===== src/rtl/pep_batch_issuer.sv =====
// PBS slot ring allocator and batch former for the pe_pbs processing pipe.
// Build option: define PEP_BATCH_TIMEOUT_EN to issue partial batches after TIMEOUT_CYC idle cycles.
module pep_batch_issuer #(
   parameter int  BATCH_NB     = 1,
   parameter int  BATCH_PBS_NB = 12,
   parameter int  TOTAL_PBS_NB = 32,
   parameter int  TIMEOUT_CYC  = 64,
   localparam int PID_W        = $clog2(TOTAL_PBS_NB),
   localparam int NB_W         = $clog2(BATCH_PBS_NB + 1),
   localparam int CNT_W        = $clog2(TOTAL_PBS_NB + 1)
) (
   input  logic             clk,
   input  logic             a_rst_n,
   input  logic             load_vld,
   output logic             load_rdy,
   output logic [PID_W-1:0] load_pid,
   input  logic             flush,
   output logic             batch_cmd_vld,
   input  logic             batch_cmd_rdy,
   output logic [PID_W-1:0] batch_cmd_pid,
   output logic [NB_W-1:0]  batch_cmd_pbs_nb,
   input  logic             batch_done,
   output logic [CNT_W-1:0] free_slot_nb,
   output logic [CNT_W-1:0] inflight_nb,
   output logic             err_done_unexp
);

   localparam int FIFO_AW    = (BATCH_NB > 1) ? $clog2(BATCH_NB) : 1;
   localparam int FIFO_DEPTH = 1 << FIFO_AW;

   if (TOTAL_PBS_NB < BATCH_PBS_NB || BATCH_NB < 1 || TIMEOUT_CYC < 1) begin : g_bad_cfg
      $error("pep_batch_issuer: inconsistent parameters");
   end

   typedef enum logic [1:0] {IDLE, FILL, ISSUE} state_t;

   state_t             state_reg, state_next;
   logic [PID_W-1:0]   alloc_ptr_reg, issue_ptr_reg, free_ptr_reg;
   logic [CNT_W-1:0]   pend_reg, free_nb_reg, inflight_reg;
   logic [CNT_W-1:0]   pend_after_issue, pend_next, free_next, inflight_next;
   logic               flush_reg, flush_next, err_reg;
   logic [PID_W-1:0]   cmd_pid_reg;
   logic [NB_W-1:0]    cmd_nb_reg, batch_n, done_nb;
   logic [NB_W-1:0]    fifo_mem [FIFO_DEPTH];
   logic [FIFO_AW-1:0] wr_ptr_reg, rd_ptr_reg;
   logic               load_hs, issue_hs, issue_start, done_ok, timeout;

   // Ring pointers wrap at TOTAL_PBS_NB, which need not be a power of two.
   function automatic logic [PID_W-1:0] ptr_add(input logic [PID_W-1:0] ptr, input logic [NB_W-1:0] inc);
      int sum;
      sum = int'(ptr) + int'(inc);
      if (sum >= TOTAL_PBS_NB) sum = sum - TOTAL_PBS_NB;
      return PID_W'(sum);
   endfunction

   function automatic logic [FIFO_AW-1:0] fifo_inc(input logic [FIFO_AW-1:0] p);
      return (p == FIFO_AW'(BATCH_NB - 1)) ? '0 : p + FIFO_AW'(1);
   endfunction

   assign load_hs     = load_vld && (free_nb_reg != '0);
   assign issue_hs    = (state_reg == ISSUE) && batch_cmd_rdy;
   assign issue_start = (state_reg == FILL) && (state_next == ISSUE);
   assign done_ok     = batch_done && (inflight_reg != '0);
   assign done_nb     = fifo_mem[rd_ptr_reg];
   assign batch_n     = (pend_reg >= CNT_W'(BATCH_PBS_NB)) ? NB_W'(BATCH_PBS_NB) : NB_W'(pend_reg);

   assign pend_after_issue = pend_reg - (issue_hs ? CNT_W'(cmd_nb_reg) : '0);
   assign pend_next        = pend_after_issue + CNT_W'(load_hs);
   assign free_next        = free_nb_reg - CNT_W'(load_hs) + (done_ok ? CNT_W'(done_nb) : '0);
   assign inflight_next    = inflight_reg + CNT_W'(issue_hs) - CNT_W'(done_ok);

   // A flush covers what is pending when it arrives; it retires once a batch drains that backlog.
   always_comb begin
      flush_next = flush_reg || (flush && (pend_reg != '0));
      if (issue_hs && (pend_after_issue == '0)) flush_next = 1'b0;
   end

`ifdef PEP_BATCH_TIMEOUT_EN
   localparam int TO_W = $clog2(TIMEOUT_CYC + 1);
   logic [TO_W-1:0] idle_cnt_reg;

   always_ff @(posedge clk or negedge a_rst_n) begin
      if (!a_rst_n)                               idle_cnt_reg <= '0;
      else if (state_reg != FILL || load_hs)      idle_cnt_reg <= '0;
      else if (idle_cnt_reg != TO_W'(TIMEOUT_CYC)) idle_cnt_reg <= idle_cnt_reg + TO_W'(1);
   end

   assign timeout = (idle_cnt_reg == TO_W'(TIMEOUT_CYC)) && (pend_reg != '0);
`else
   assign timeout = 1'b0;
`endif

   always_ff @(posedge clk or negedge a_rst_n) begin
      if (!a_rst_n) state_reg <= IDLE;
      else          state_reg <= state_next;
   end

   always_comb begin
      state_next = state_reg;
      case (state_reg)
         IDLE:    if (pend_reg != '0) state_next = FILL;
         FILL:    if ((inflight_reg < CNT_W'(BATCH_NB)) &&
                      ((pend_reg >= CNT_W'(BATCH_PBS_NB)) || flush_reg || timeout))
                     state_next = ISSUE;
         ISSUE:   if (batch_cmd_rdy) state_next = (pend_next != '0) ? FILL : IDLE;
         default: state_next = IDLE;
      endcase
   end

   always_comb begin
      load_rdy         = (free_nb_reg != '0);
      load_pid         = alloc_ptr_reg;
      batch_cmd_vld    = (state_reg == ISSUE);
      batch_cmd_pid    = cmd_pid_reg;
      batch_cmd_pbs_nb = cmd_nb_reg;
      free_slot_nb     = free_nb_reg;
      inflight_nb      = inflight_reg;
      err_done_unexp   = err_reg;
   end

   always_ff @(posedge clk or negedge a_rst_n) begin
      if (!a_rst_n) begin
         alloc_ptr_reg <= '0;
         issue_ptr_reg <= '0;
         free_ptr_reg  <= '0;
         pend_reg      <= '0;
         free_nb_reg   <= CNT_W'(TOTAL_PBS_NB);
         inflight_reg  <= '0;
         flush_reg     <= 1'b0;
         err_reg       <= 1'b0;
         cmd_pid_reg   <= '0;
         cmd_nb_reg    <= '0;
         wr_ptr_reg    <= '0;
         rd_ptr_reg    <= '0;
      end else begin
         if (load_hs) alloc_ptr_reg <= ptr_add(alloc_ptr_reg, NB_W'(1));
         if (issue_hs) begin
            issue_ptr_reg <= ptr_add(issue_ptr_reg, cmd_nb_reg);
            wr_ptr_reg    <= fifo_inc(wr_ptr_reg);
         end
         if (done_ok) begin
            free_ptr_reg <= ptr_add(free_ptr_reg, done_nb);
            rd_ptr_reg   <= fifo_inc(rd_ptr_reg);
         end
         if (issue_start) begin
            cmd_pid_reg <= issue_ptr_reg;
            cmd_nb_reg  <= batch_n;
         end
         if (batch_done && (inflight_reg == '0)) err_reg <= 1'b1;
         pend_reg     <= pend_next;
         free_nb_reg  <= free_next;
         inflight_reg <= inflight_next;
         flush_reg    <= flush_next;
      end
   end

   // In-flight batch sizes; only read while a batch is outstanding, so no reset needed.
   always_ff @(posedge clk) begin
      if (issue_hs) fifo_mem[wr_ptr_reg] <= cmd_nb_reg;
   end

endmodule


===== config.mk =====
export PLATFORM = sky130hd
export DESIGN_NAME = pep_batch_issuer
export DESIGN_NICKNAME = d
export VERILOG_FILES = /design/src/rtl/pep_batch_issuer.sv
export SDC_FILE = /design/constraint.sdc
export NUM_CORES = 1
export LEC_CHECK = 0
export ABC_AREA = 0
export CAP_MARGIN = 20
export CORE_ASPECT_RATIO = 0.5
export CORE_MARGIN = 5
export CORE_UTILIZATION = 59
export DETAILED_ROUTE_END_ITERATION = 10
export HOLD_SLACK_MARGIN = 0.08
export PLACE_DENSITY = 0.95
export SYNTH_ARGS = -nofsm -noshare
export SYNTH_HDL_FRONTEND = slang
export SYNTH_SLANG_ARGS = --single-unit

===== constraint.sdc =====
create_clock -name clk -period 7.4 [get_ports clk]
set_input_delay 1.11 -clock clk [delete_from_list [all_inputs] [get_ports clk]]
set_output_delay 1.11 -clock clk [all_outputs]
set_load 0.05 [all_outputs]

# Word-level counts from Yosys, hierarchy flattened
# Memories as Yosys holds them, arrays and structs flattened.
# Cells that the tools add are included.
# word_totals
output_inout_bits,29
register_bits,43
mem_count,1
ram_bits,8
input_bits,6
# op_classes
n_reduce_logical,17
n_addsub,12
n_lt_le_gt_ge,4
n_eq_ne,3
muxes,15
# mem_list
name,depth,width,rd,rd_ports_with_merged_regs,write_ports,line_no,rtl
fifo_mem,2,4,1,0,1,44,logic [NB_W-1:0] fifo_mem [FIFO_DEPTH];
# ops
operator,n
$reduce_bool 6->1,4
$add 6x1->6,2
$ge 6x6->1 const B,2
$logic_not 6->1,2
$mux 4,3
$sub 6x1->6,2
$mux 5,2
$sub 5x1->5 const B,2
$logic_and 1x1->1,8
$add 5x1->6 const B,1
$add 5x4->6,1
$add 6x4->6,1
$ge 6x4->1 const B,1
$lt 6x1->1 const B,1
$mux 1,6
$mux 2,3
$pmux 2 s3,1
$sub 6x4->6,1
$eq 2x2->1 const B,2
$add 1x1->1 const B,2
$eq 2x1->1 const B,1
$logic_not 2->1,1
$logic_or 1x1->1,2

# Depth between registers and ports, before layout
# Gate-level depths: netlist (run 1).
# depth
depth_word,11
mapped_depth,15

# Least setup slack after synthesis (run 1)
# OpenSTA, ideal clock, no wires.
# synth_timing
path_type,register to register
startpoint,register state_reg[0]
endpoint,register state_reg[0]
path_stages_with_launch,16
arrival_ns,3.728
required_time_ns,7.274
slack_ns,3.546
synth_period_minus_slack_ns,3.854
path_cell_list,dfrtp_1 -> nor2b_1 -> and2_1 -> buf_4 -> inv_1 -> clkbuf_1 -> nor2_1 -> ha_1 -> inv_1 -> fa_1 -> a21o_2 -> a21oi_2 -> xnor2_2 -> xnor2_1 -> or3_1 -> a221o_1
# synth_between
elab_chain_len,9
# synth_rtl
item,line_no,rtl
from (decl),37,"state_t state_reg, state_next;"
from (signal assigned),95,else state_reg <= state_next;
$eq 2x2->1 (*),-,
named net batch_cmd_vld,18,"output logic batch_cmd_vld,"
$logic_and 1x1->1,61,assign issue_hs = (state_reg == ISSUE) && batch_cmd_rdy;
$mux 4,67,assign pend_after_issue = pend_reg - (issue_hs ? CNT_W'(cmd_nb_reg) : '0);
$sub 6x4->6,67,
$add 6x1->6,68,assign pend_next = pend_after_issue + CNT_W'(load_hs);
$reduce_bool 6->1,105,ISSUE: if (batch_cmd_rdy) state_next = (pend_next != '0) ? FILL : IDLE;
$mux 1,105,
$mux 2,105,
$pmux 2 s3 (*),100,case (state_reg)
named net state_next[0],37,
# The timed path passes the listed nets; every way through them passes the cells marked *.
# A chain may end at the register's enable or synchronous reset.

# Final worst setup path (run 1)
# layout_timing
startpoint,input batch_cmd_rdy
endpoint,register state_reg[0]
# layout_between
elab_chain_len,8
# layout_rtl
item,line_no,rtl
from (decl),19,"input logic batch_cmd_rdy,"
$logic_and 1x1->1,61,
$mux 4,67,
$sub 6x4->6,67,
$add 6x1->6,68,
$reduce_bool 6->1,105,
$mux 1,105,
$mux 2 (*),105,
$pmux 2 s3 (*),100,
named net state_next[0],37,
# Marks and branches as above.

==> results.py, run 1 <==
metrics = {
    "status": {
        "status": "finished, final reports clean",
    },
    "timing": {
        "skew_ns": 0.0101,
        "relSlewSlack_pct": 39.6,
        "min_period_over_period_pct": 58.2,
        "fin_tns_setup_ns": 0,
        "worst_pin_slew_ns": 0.906,
        "finalHoldViolCount": 0,
        "slew_violations": 0,
        "setup_violations": 0,
        "rsz0062_at_grt": "no",
        "fmax_ghz": 0.232,
        "period_needed_ns": 4.30,
        "whs_ns": 0.466,
    },
    "power": {
        "total_power_mw": 1.45,
        "intPower_uw": 749,
        "p_seq_share_pct": 29.8,
        "sw_frac_of_total_pct": 48.5,
        "combPwrFrac_pct": 60.0,
        "ir_worst_vdd_v": 0.000200,
        "switchingPower_uw": 705,
        "total_leakage_power_nw": 1.45,
        "clkPwrFrac_pct": 10.2,
        "power_density_nw_per_um2": 476,
    },
    "drt": {
        "route.vias.total": 1853,
        "final_antenna_net_count": 0,
        "wire_per_inst_um": 16.0,
        "wirelength_um": 5390,
        "drc": 0,
        "drt_iter0_drc": 108,
        "viasPerCell": 5.50,
        "first_pass_iters": 4,
    },
    "die": {
        "io_pins": 35,
        "coreArea_sq_um": 4340,
        "std_cell_rows": 17,
        "die_w_um": 104,
        "die_y_um": 57.1,
        "start_util_pct": 60.4,
        "die-area_sq_um": 5960,
    },
    "yosys": {
        "postSynthAreaPerCell_sq_um": 10.7,
        "synth_top_area_share_pct": 38.2,
        "synth_cell_type_count": 45,
        "ys.flop_type": "dfrtp_1",
        "synth_area_leaders": "dfrtp_1 (38%), ha_1 (14%), inv_1 (5.3%)",
        "synth.largest_area_cell": "dfrtp_1",
        "seq_area_frac_synth_pct": 43.8,
        "syn_inst": 246,
        "ys_async_sr_fraction_pct": 91.1,
        "synth-seq-cells": 45,
        "ys_warn_count": 0,
        "synth_edf_count": 4,
        "syn-num-nets": 286,
        "synthesis.area_sq_um": 2620,
    },
    "clocking": {
        "cts_root_buf": "clkbuf_8",
        "clk_latency_ns": 0.30,
        "hold_buffers": 0,
        "cts_buffers": 5,
        "cts_setup_buffers": 0,
        "htreeDepth": 2,
        "cts_resized": 0,
        "cts.clk_slew.worst_paths_ns": 0.08,
        "cts_buffer_depth": 2,
        "cts_tree": "yes",
        "cts_sinks": 45,
    },
    "global_route": {
        "overflow": 0,
        "grt_pass1_vias": 1955,
        "antenna_found_initial": 0,
        "grt.total_usage_pct": 19.7,
        "grt_pass1_wl_um": 9410,
        "grt_max_degree": 42,
    },
    "critical_path": {
        "worstPathRequired_ns": 7.60,
        "critPathSlowestCell": "clkdlybuf4s50_1",
        "crit_chain": "clkdlybuf4s50_1 -> and2_1 -> inv_1 -> nor2_1 -> ha_1 -> inv_1 -> fa_1 -> a21o_2 -> a21oi_2 -> xnor2_2 -> xnor2_1 -> or3_1 -> a221o_1",
        "endpoint_kind": "flop",
        "cp_slowest_stage_delay_ns": 0.48,
        "startpoint_type": "input port",
        "worstPathArrival_ns": 4.50,
        "crit_type": "input port to flop",
        "worstPathMaxFanout": 11,
        "crit_top_cell": "inv_1",
    },
    "cells_and_area": {
        "diodes": 0,
        "layoutNonFillerInstCount": 337,
        "post-route-util_pct": 70.5,
        "syn_to_final_growth_pct": 16.6,
        "drive_gt1_share_pct": 7.50,
        "nNetsFinal": 319,
    },
    "place": {
        "hpwl_um": 4000,
        "dp_cells": 329,
        "portBuffers": 34,
        "place.gp.congestion": 0.905,
    },
    "flow_run": {
        "drv_cap": 0,
    },
    "min_path": {
        "hold_class": "flop to flop",
    },
}
-- kinds of logic after synthesis --
kind of cell               after synthesis  share of synthesized area, %
DFF                                     45                          43.8
and+or+nand+nor                         51                          9.59
xor gates and xnor gates                25                          8.92
buffers and inverters                   45                          7.35
muxes                                    9                          3.72
adders and majority gates               34                          17.4
AOI/OAI and AO/OA                       37                          9.30
-- metrics by stage --
| stage | worst slack [ns] | area (sq um) |
|---|---|---|
| 2_1_floorplan | 3.55 | 2620 |
| 3_3_place_gp | 2.97 | 2980 |
| 3_5_place_dp | 2.82 | 2980 |
| 4_1_cts | 3.14 | 3060 |
| 5_1_grt | 2.95 | 3060 |
| 6_report | 3.10 | 3060 |
-- layer usage --
metal / vias up / track usage (%) / part of all wire, %
met2: 56 / 36.0 / 52
met4: 0 / 7.38 / 1.3
met1: 907 / 23.3 / 41
met5: - / 0 / 0
li1: 881 / - / -
met3: 9 / 3.95 / 5.3
-- final timing paths --
path,start,endpoint,slack [ns],cells after the start
min reg2reg,err_done_unexp$_DFFE_PN0P_,err_done_unexp$_DFFE_PN0P_,0.47,1
max reg2reg,state_reg[0]$_DFF_PN0_,state_reg[0]$_DFF_PN0_,3.74,13
max,batch_cmd_rdy,state_reg[0]$_DFF_PN0_,3.10,13
max in group asynchronous,a_rst_n,load_pid[2]$_DFFE_PN0P_,5.89,1
min in group asynchronous,a_rst_n,pend_reg[3]$_DFF_PN0_,0.93,1
min,err_done_unexp$_DFFE_PN0P_,err_done_unexp$_DFFE_PN0P_,0.47,1
-- cell usage after synthesis (all sizes together) (2+ instances only) --
master	n
mux2i	3
o21bai	2
mux2	6
buf	4
nor2	8
nand2	17
xor2	12
ha	30
and3	2
a211oi	2
nand4	2
xnor2	13
a21o	7
edfxtp	4
nor4	3
dfrtp	40
and2	2
o21ai	7
a21oi	12
clkbuf	4
fa	4
nor2b	4
nand3	5
a31oi	2
nor3	4
inv	37
-- critical path: cells and delay by family --
kind | cells | cell delay [ns]
and+or+nand+nor | 3 | 0.89
xor gates and xnor gates | 2 | 0.30
AOI/OAI and AO/OA | 3 | 0.74
adders and majority gates | 2 | 0.63
buffers and inverters | 3 | 0.83
-- cell usage in the layout, fill, tap and decap left out, drive strengths merged --
cell type	n
edfxtp	4
dfrtp	40
fa	4
nor2	8
nand4	2
nand2	17
and3	2
and3b	1
nor4	3
and2	2
o21bai	2
a21oi	12
nor3	4
clkinv	2
a21boi	1
a31oi	2
xnor2	13
clkdlybuf4s50	33
mux2	6
mux2i	3
buf	1
a211oi	2
nor4b	1
o211ai	1
or3	1
a221o	1
ha	30
inv	37
xor2	12
nand3b	1
nor2b	4
a21o	7
o21ai	7
o31ai	1
dfstp	1
clkbuf	6
o21a	1
nand3	5
-- layout make-up --
type	instances	area [sq um]
repair buffers	34	335
clock buffers	6	72.6
fillers	278	1280
flip-flops and latches	45	1150
well taps	57	71.3
clock inverters	2	10.0
inverters	37	139
multi-input cells	156	1280
-- power by group through the flow --
stage                     sequential, mW  combinational [mW]  clock (mW)
after floorplan                    0.612               0.452           0
after global routing               0.446               0.949       0.158
after global placement             0.431               0.811           0
final                              0.433               0.873       0.148
after CTS                          0.432               0.875       0.149
after detailed placement           0.436               0.862           0
No activity file was read; power rests on OpenSTA's default activity.
==> inputs of run 2 (changes only) <==
CORE_UTILIZATION = 55   (was 59)
PLACE_DENSITY = 0.91   (was 0.95)
clock period = 4.4 ns   (was 7.4 ns; I/O delays follow)
==> run 2 against run 1 <==
  * Setup slack worse by 2.3 ns
  * Global-route usage is 1.8 points lower
  * Flip-flop and latch count stayed put
  * Clock-buffer cell count is 2 higher
  * Sequential power is 68% higher
  * Register-to-register slack worse by 2.7 ns
  * Sequential share of layout area is 0.20 points lower
  * Cell area is 0.53% higher
  * Via count is 2.1% lower
  * Utilization is 2.3 points lower
  * Clock skew is 0.0059 ns lower
  * Cell count is 3.0% higher
  * Critical path type unchanged
  * Highest routed layer unchanged
==> results.py, run 2 (synthesis results as in run 1) <==
metrics = {
    "cells_and_area": {
        "layout_commonest_cell": "dfrtp_1",
        "layoutNonFillerInstCount": 347,
        "nNetsFinal": 320,
        "syn_to_final_growth_pct": 17.2,
        "mostFrequentLayoutCells": "dfrtp_1 (40), inv_1 (37), clkdlybuf4s50_1 (33), ha_1 (30), nand2_1 (17)",
        "post-route-util_pct": 68.2,
        "diodes": 0,
        "drive_gt1_share_pct": 7.12,
    },
    "power": {
        "combPwrFrac_pct": 59.4,
        "total_power_mw": 2.41,
        "intPower_mw": 1.26,
        "total_leakage_power_nw": 1.45,
        "sw_frac_of_total_pct": 47.8,
        "p_seq_share_pct": 30.2,
        "switchingPower_mw": 1.15,
        "ir_worst_vdd_v": 0.000369,
        "clkPwrFrac_pct": 10.4,
        "power_density_nw_per_um2": 784,
    },
    "drt": {
        "first_pass_iters": 4,
        "wire_per_inst_um": 14.6,
        "wirelength_um": 5070,
        "drt_iter0_drc": 60,
        "route.vias.total": 1815,
        "final_antenna_net_count": 0,
        "viasPerCell": 5.23,
        "drc": 0,
    },
    "timing": {
        "worst_pin_slew_ns": 0.889,
        "slew_violations": 0,
        "skew_ns": 0.00416,
        "min_period_over_period_pct": 80.8,
        "setup_violations": 0,
        "fmax_ghz": 0.281,
        "fin_tns_setup_ns": 0,
        "rsz0062_at_grt": "no",
        "timing.final.ws_setup_ns": 0.843,
        "period_needed_ns": 3.56,
        "finalHoldViolCount": 0,
        "relSlewSlack_pct": 40.8,
    },
    "place": {
        "dp_cells": 339,
        "pre_cts_ws_ns": 0.518,
        "place.gp.congestion": 0.894,
        "hpwl_um": 3870,
        "portBuffers": 34,
    },
    "clocking": {
        "clk_latency_ns": 0.30,
        "hold_buffers": 0,
        "cts_resized": 0,
        "htreeDepth": 2,
        "cts.clk_slew.worst_paths_ns": 0.08,
        "cts_buffer_depth": 2,
        "cts_setup_buffers": 0,
        "cts_tree": "yes",
        "cts_root_buf": "clkbuf_8",
        "cts_sinks": 45,
        "cts_buffers": 5,
    },
    "min_path": {
        "hp-start": "load_pid[4]$_DFFE_PN0P_",
        "min_to": "load_pid[4]$_DFFE_PN0P_",
        "hold_depth": 1,
        "hold_class": "flop to flop",
    },
    "critical_path": {
        "cp_slowest_stage_delay_ns": 0.47,
        "worst-r2r-cell-count": 13,
        "timing.rr.end": "state_reg[0]$_DFF_PN0_",
        "crit_path_start": "batch_cmd_rdy",
        "worstPathMaxFanout": 11,
        "worst-path-buf-inv": 3,
        "crit_chain": "clkdlybuf4s50_1 -> and2_1 -> inv_1 -> nor2_1 -> ha_1 -> inv_1 -> fa_1 -> a21o_2 -> a21oi_2 -> xnor2_2 -> xnor2_1 -> or3_1 -> a221o_1",
        "r2r_setup_slack_ns": 1.04,
        "startpoint_type": "input port",
        "crit_type": "input port to flop",
        "crit_top_cell": "inv_1",
        "cp_top_family": "simple AND/OR/NAND/NOR gates",
        "worstPathArrival_ns": 3.74,
        "endpoint_kind": "flop",
        "worstPathRequired_ns": 4.59,
        "reg2reg_from": "state_reg[0]$_DFF_PN0_",
        "critPathSlowestCell": "clkdlybuf4s50_1",
    },
    "die": {
        "start_util_pct": 58.2,
        "die-area_sq_um": 6330,
        "coreArea_sq_um": 4510,
        "std_cell_rows": 17,
        "die_w_um": 108,
        "die_y_um": 58.8,
        "io_pins": 35,
    },
    "global_route": {
        "grt_max_degree": 42,
        "antenna_found_initial": 0,
        "overflow": 0,
        "grt.total_usage_pct": 18.0,
        "grt_pass1_wl_um": 8810,
        "grt_pass1_vias": 1924,
    },
    "flow_run": {
        "drv_cap": 0,
    },
    "status": {
        "status": "finished, final reports clean",
    },
}
run 2: worst max-delay path by stage:
stage | endpoint | slack, ns | depth (start not counted)
6_report | state_reg[0]$_DFF_PN0_ | 0.84 | 13
5_1_grt | state_reg[0]$_DFF_PN0_ | 0.67 | 13
4_1_cts | state_reg[0]$_DFF_PN0_ | 0.84 | 13
3_5_place_dp | state_reg[0]$_DFF_PN0_ | 0.52 | 13
3_3_place_gp | state_reg[0]$_DFF_PN0_ | 0.62 | 13
2_1_floorplan | state_reg[0]$_DFF_PN0_ | 0.55 | 15
run 2: cell type report:
class                   instances  area, sq um
clock buffers                   8         80.1
fillers                       320         1440
inverters                      37          139
multi-input cells             156         1280
flip-flops and latches         45         1150
well taps                      66         82.6
repair buffers                 35          343
run 2: metal layers:
metal	vias up	global-route usage (%)	part of all wire, %
met4	0	7.55	2.3
met2	36	32.8	50
met3	12	3.40	3.5
li1	885	-	-
met1	882	21.1	44
met5	-	0	0
run 2: power groups by stage:
stage	registers [mW]	clock network [mW]	logic, mW
finish	0.729	0.251	1.43
global route	0.756	0.271	1.56
CTS	0.728	0.251	1.44
detailed placement	0.737	0	1.43
global placement	0.724	0	1.37
floorplan	1.03	0	0.761
run 2: per-stage QoR:
step | area [sq um] | hold WS (ns)
final | 3070 | 0.469
after floorplan | 2620 | 0.364
after detailed placement | 2990 | 0.450
after global placement | 2990 | 0.439
after global routing | 3070 | 0.514
after CTS | 3070 | 0.473
==> inputs of run 3 (changes only) <==
clock period = 3.6 ns   (was 4.4 ns; I/O delays follow)
==> run 3 against run 2 <==
  * Hold slack got worse by 0.097 ns
  * Critical path type unchanged
  * Utilization increased by 0.25 points
  * Critical endpoint unchanged
  * Setup slack got worse by 0.42 ns
==> results.py, run 3 (synthesis results as in run 1) <==
metrics = {
    "timing": {
        "relSlewSlack_pct": 38.9,
        "fmax_ghz": 0.315,
        "setup_violations": 0,
        "worst_pin_slew_ns": 0.916,
        "finalHoldViolCount": 0,
        "timing.final.ws_setup_ns": 0.427,
        "period_needed_ns": 3.17,
        "slew_violations": 0,
        "min_period_over_period_pct": 88.1,
        "skew_ns": 0.00970,
        "rsz0062_at_grt": "no",
        "fin_tns_setup_ns": 0,
    },
    "drt": {
        "wirelength_um": 5230,
        "route.vias.total": 1818,
        "drt_iter0_drc": 91,
        "first_pass_iters": 4,
        "drc": 0,
        "final_antenna_net_count": 0,
        "wire_per_inst_um": 15.0,
        "viasPerCell": 5.22,
    },
    "cells_and_area": {
        "mostFrequentLayoutCells": "dfrtp_1 (40), inv_1 (37), clkdlybuf4s50_1 (33), ha_1 (30), nand2_1 (17)",
        "regArea_sq_um": 1150,
        "multi_input_area_sq_um": 1280,
        "layout_commonest_cell": "dfrtp_1",
        "layoutNonFillerInstCount": 348,
        "drive_gt1_share_pct": 8.16,
        "syn_to_final_growth_pct": 17.7,
        "nNetsFinal": 321,
        "diodes": 0,
        "fillers": 310,
    },
    "global_route": {
        "overflow": 0,
        "grt_pass1_vias": 1818,
        "antenna_found_initial": 0,
        "grt.total_usage_pct": 17.5,
        "grt_max_degree": 42,
        "grt_pass1_wl_um": 8620,
    },
    "clocking": {
        "cts_resized": 0,
        "cts_buffers": 5,
        "cts_tree": "yes",
        "cts_setup_buffers": 0,
        "clk_latency_ns": 0.30,
        "cts.clk_slew.worst_paths_ns": 0.08,
        "htreeDepth": 2,
        "cts_root_buf": "clkbuf_8",
        "cts_buffer_depth": 2,
        "cts_sinks": 45,
        "hold_buffers": 0,
    },
    "critical_path": {
        "reg2reg_from": "state_reg[0]$_DFF_PN0_",
        "timing.rr.end": "state_reg[0]$_DFF_PN0_",
        "r2r_setup_slack_ns": 0.57,
        "startpoint_type": "input port",
        "worstPathRequired_ns": 3.78,
        "worstPathMaxFanout": 4,
        "crit_path_start": "batch_cmd_rdy",
        "crit_type": "input port to flop",
        "worstPathArrival_ns": 3.35,
        "endpoint_kind": "flop",
        "worst-r2r-cell-count": 13,
    },
    "power": {
        "intPower_mw": 1.54,
        "combPwrFrac_pct": 59.8,
        "ir_worst_vdd_v": 0.000403,
        "sw_frac_of_total_pct": 47.9,
        "switchingPower_mw": 1.42,
        "power_density_nw_per_um2": 959,
        "clkPwrFrac_pct": 10.1,
        "total_leakage_power_nw": 1.45,
        "p_seq_share_pct": 30.1,
    },
    "place": {
        "place.gp.congestion": 0.874,
        "pre_cts_ws_ns": 0.126,
        "dp_cells": 340,
        "hpwl_um": 3910,
        "portBuffers": 34,
    },
    "die": {
        "die-area_sq_um": 6330,
        "die_w_um": 108,
        "coreArea_sq_um": 4510,
        "std_cell_rows": 17,
        "die_y_um": 58.8,
        "io_pins": 35,
        "start_util_pct": 58.2,
    },
    "flow_run": {
        "drv_cap": 0,
    },
    "min_path": {
        "hold_class": "input port to async pin",
    },
    "status": {
        "status": "finished, final reports clean",
    },
}
-- run 3: cell types whose count changed in the layout (fill, tap and decap cells not counted) --
cell and change:
buf_4 +1, clkbuf_1 -1, clkinv_2 +1, nor2b_1 -1, nor2b_2 +1
-- run 3: power groups by stage --
stage                     clock network, mW  logic, mW  registers, mW
after global routing                  0.322       1.92          0.915
after global placement                    0       1.68          0.885
final                                 0.300       1.77          0.891
after floorplan                           0      0.930           1.26
after detailed placement                  0       1.75          0.897
after CTS                             0.301       1.77          0.888
-- run 3: worst max-delay path, stage by stage --
cell and delay, ns:
clkdlybuf4s50_1 0.49, and2_1 0.16, inv_1 0.06, nor2_1 0.09
ha_1 0.21, inv_1 0.07, fa_1 0.43, a21o_2 0.22
a21oi_2 0.19, xnor2_2 0.12, xnor2_1 0.15, or3_1 0.30
a221o_1 0.31
-- run 3: routing by layer --
| layer | routed length (um) | global-route usage (%) |
|---|---|---|
| met3 | 213 | 2.96 |
| met5 | 0 | 0 |
| met4 | 116 | 6.83 |
| met1 | 2350 | 21.8 |
| met2 | 2550 | 31.0 |
-- run 3: metrics by stage --
stage	power, mW	instance area, sq um	hold slack (ns)	utilization [%]
CTS	2.96	3090	0.395	68.4
global route	3.15	3090	0.457	68.4
finish	2.96	3090	0.372	68.4
global placement	2.56	3000	0.439	66.6
floorplan	2.19	2630	0.244	-
detailed placement	2.65	3000	0.451	66.6
-- run 3: how the worst max path moves through the flow --
stage / endpoint / slack (ns) / depth (start not counted)
after global placement: state_reg[0]$_DFF_PN0_ / 0.24 / 13
final: state_reg[0]$_DFF_PN0_ / 0.43 / 13
after floorplan: state_reg[0]$_DFF_PN0_ / 0.04 / 15
after detailed placement: state_reg[0]$_DFF_PN0_ / 0.13 / 13
after CTS: state_reg[0]$_DFF_PN0_ / 0.44 / 13
after global routing: state_reg[0]$_DFF_PN0_ / 0.27 / 12
-- run 3: cell type report --
cell class	instances	share of cell area, %
inverters	37	4.50
well taps	66	2.68
repair buffers	36	11.4
clock inverters	1	0.162
multi-input cells	156	41.6
flip-flops and latches	45	37.2
clock buffers	7	2.47
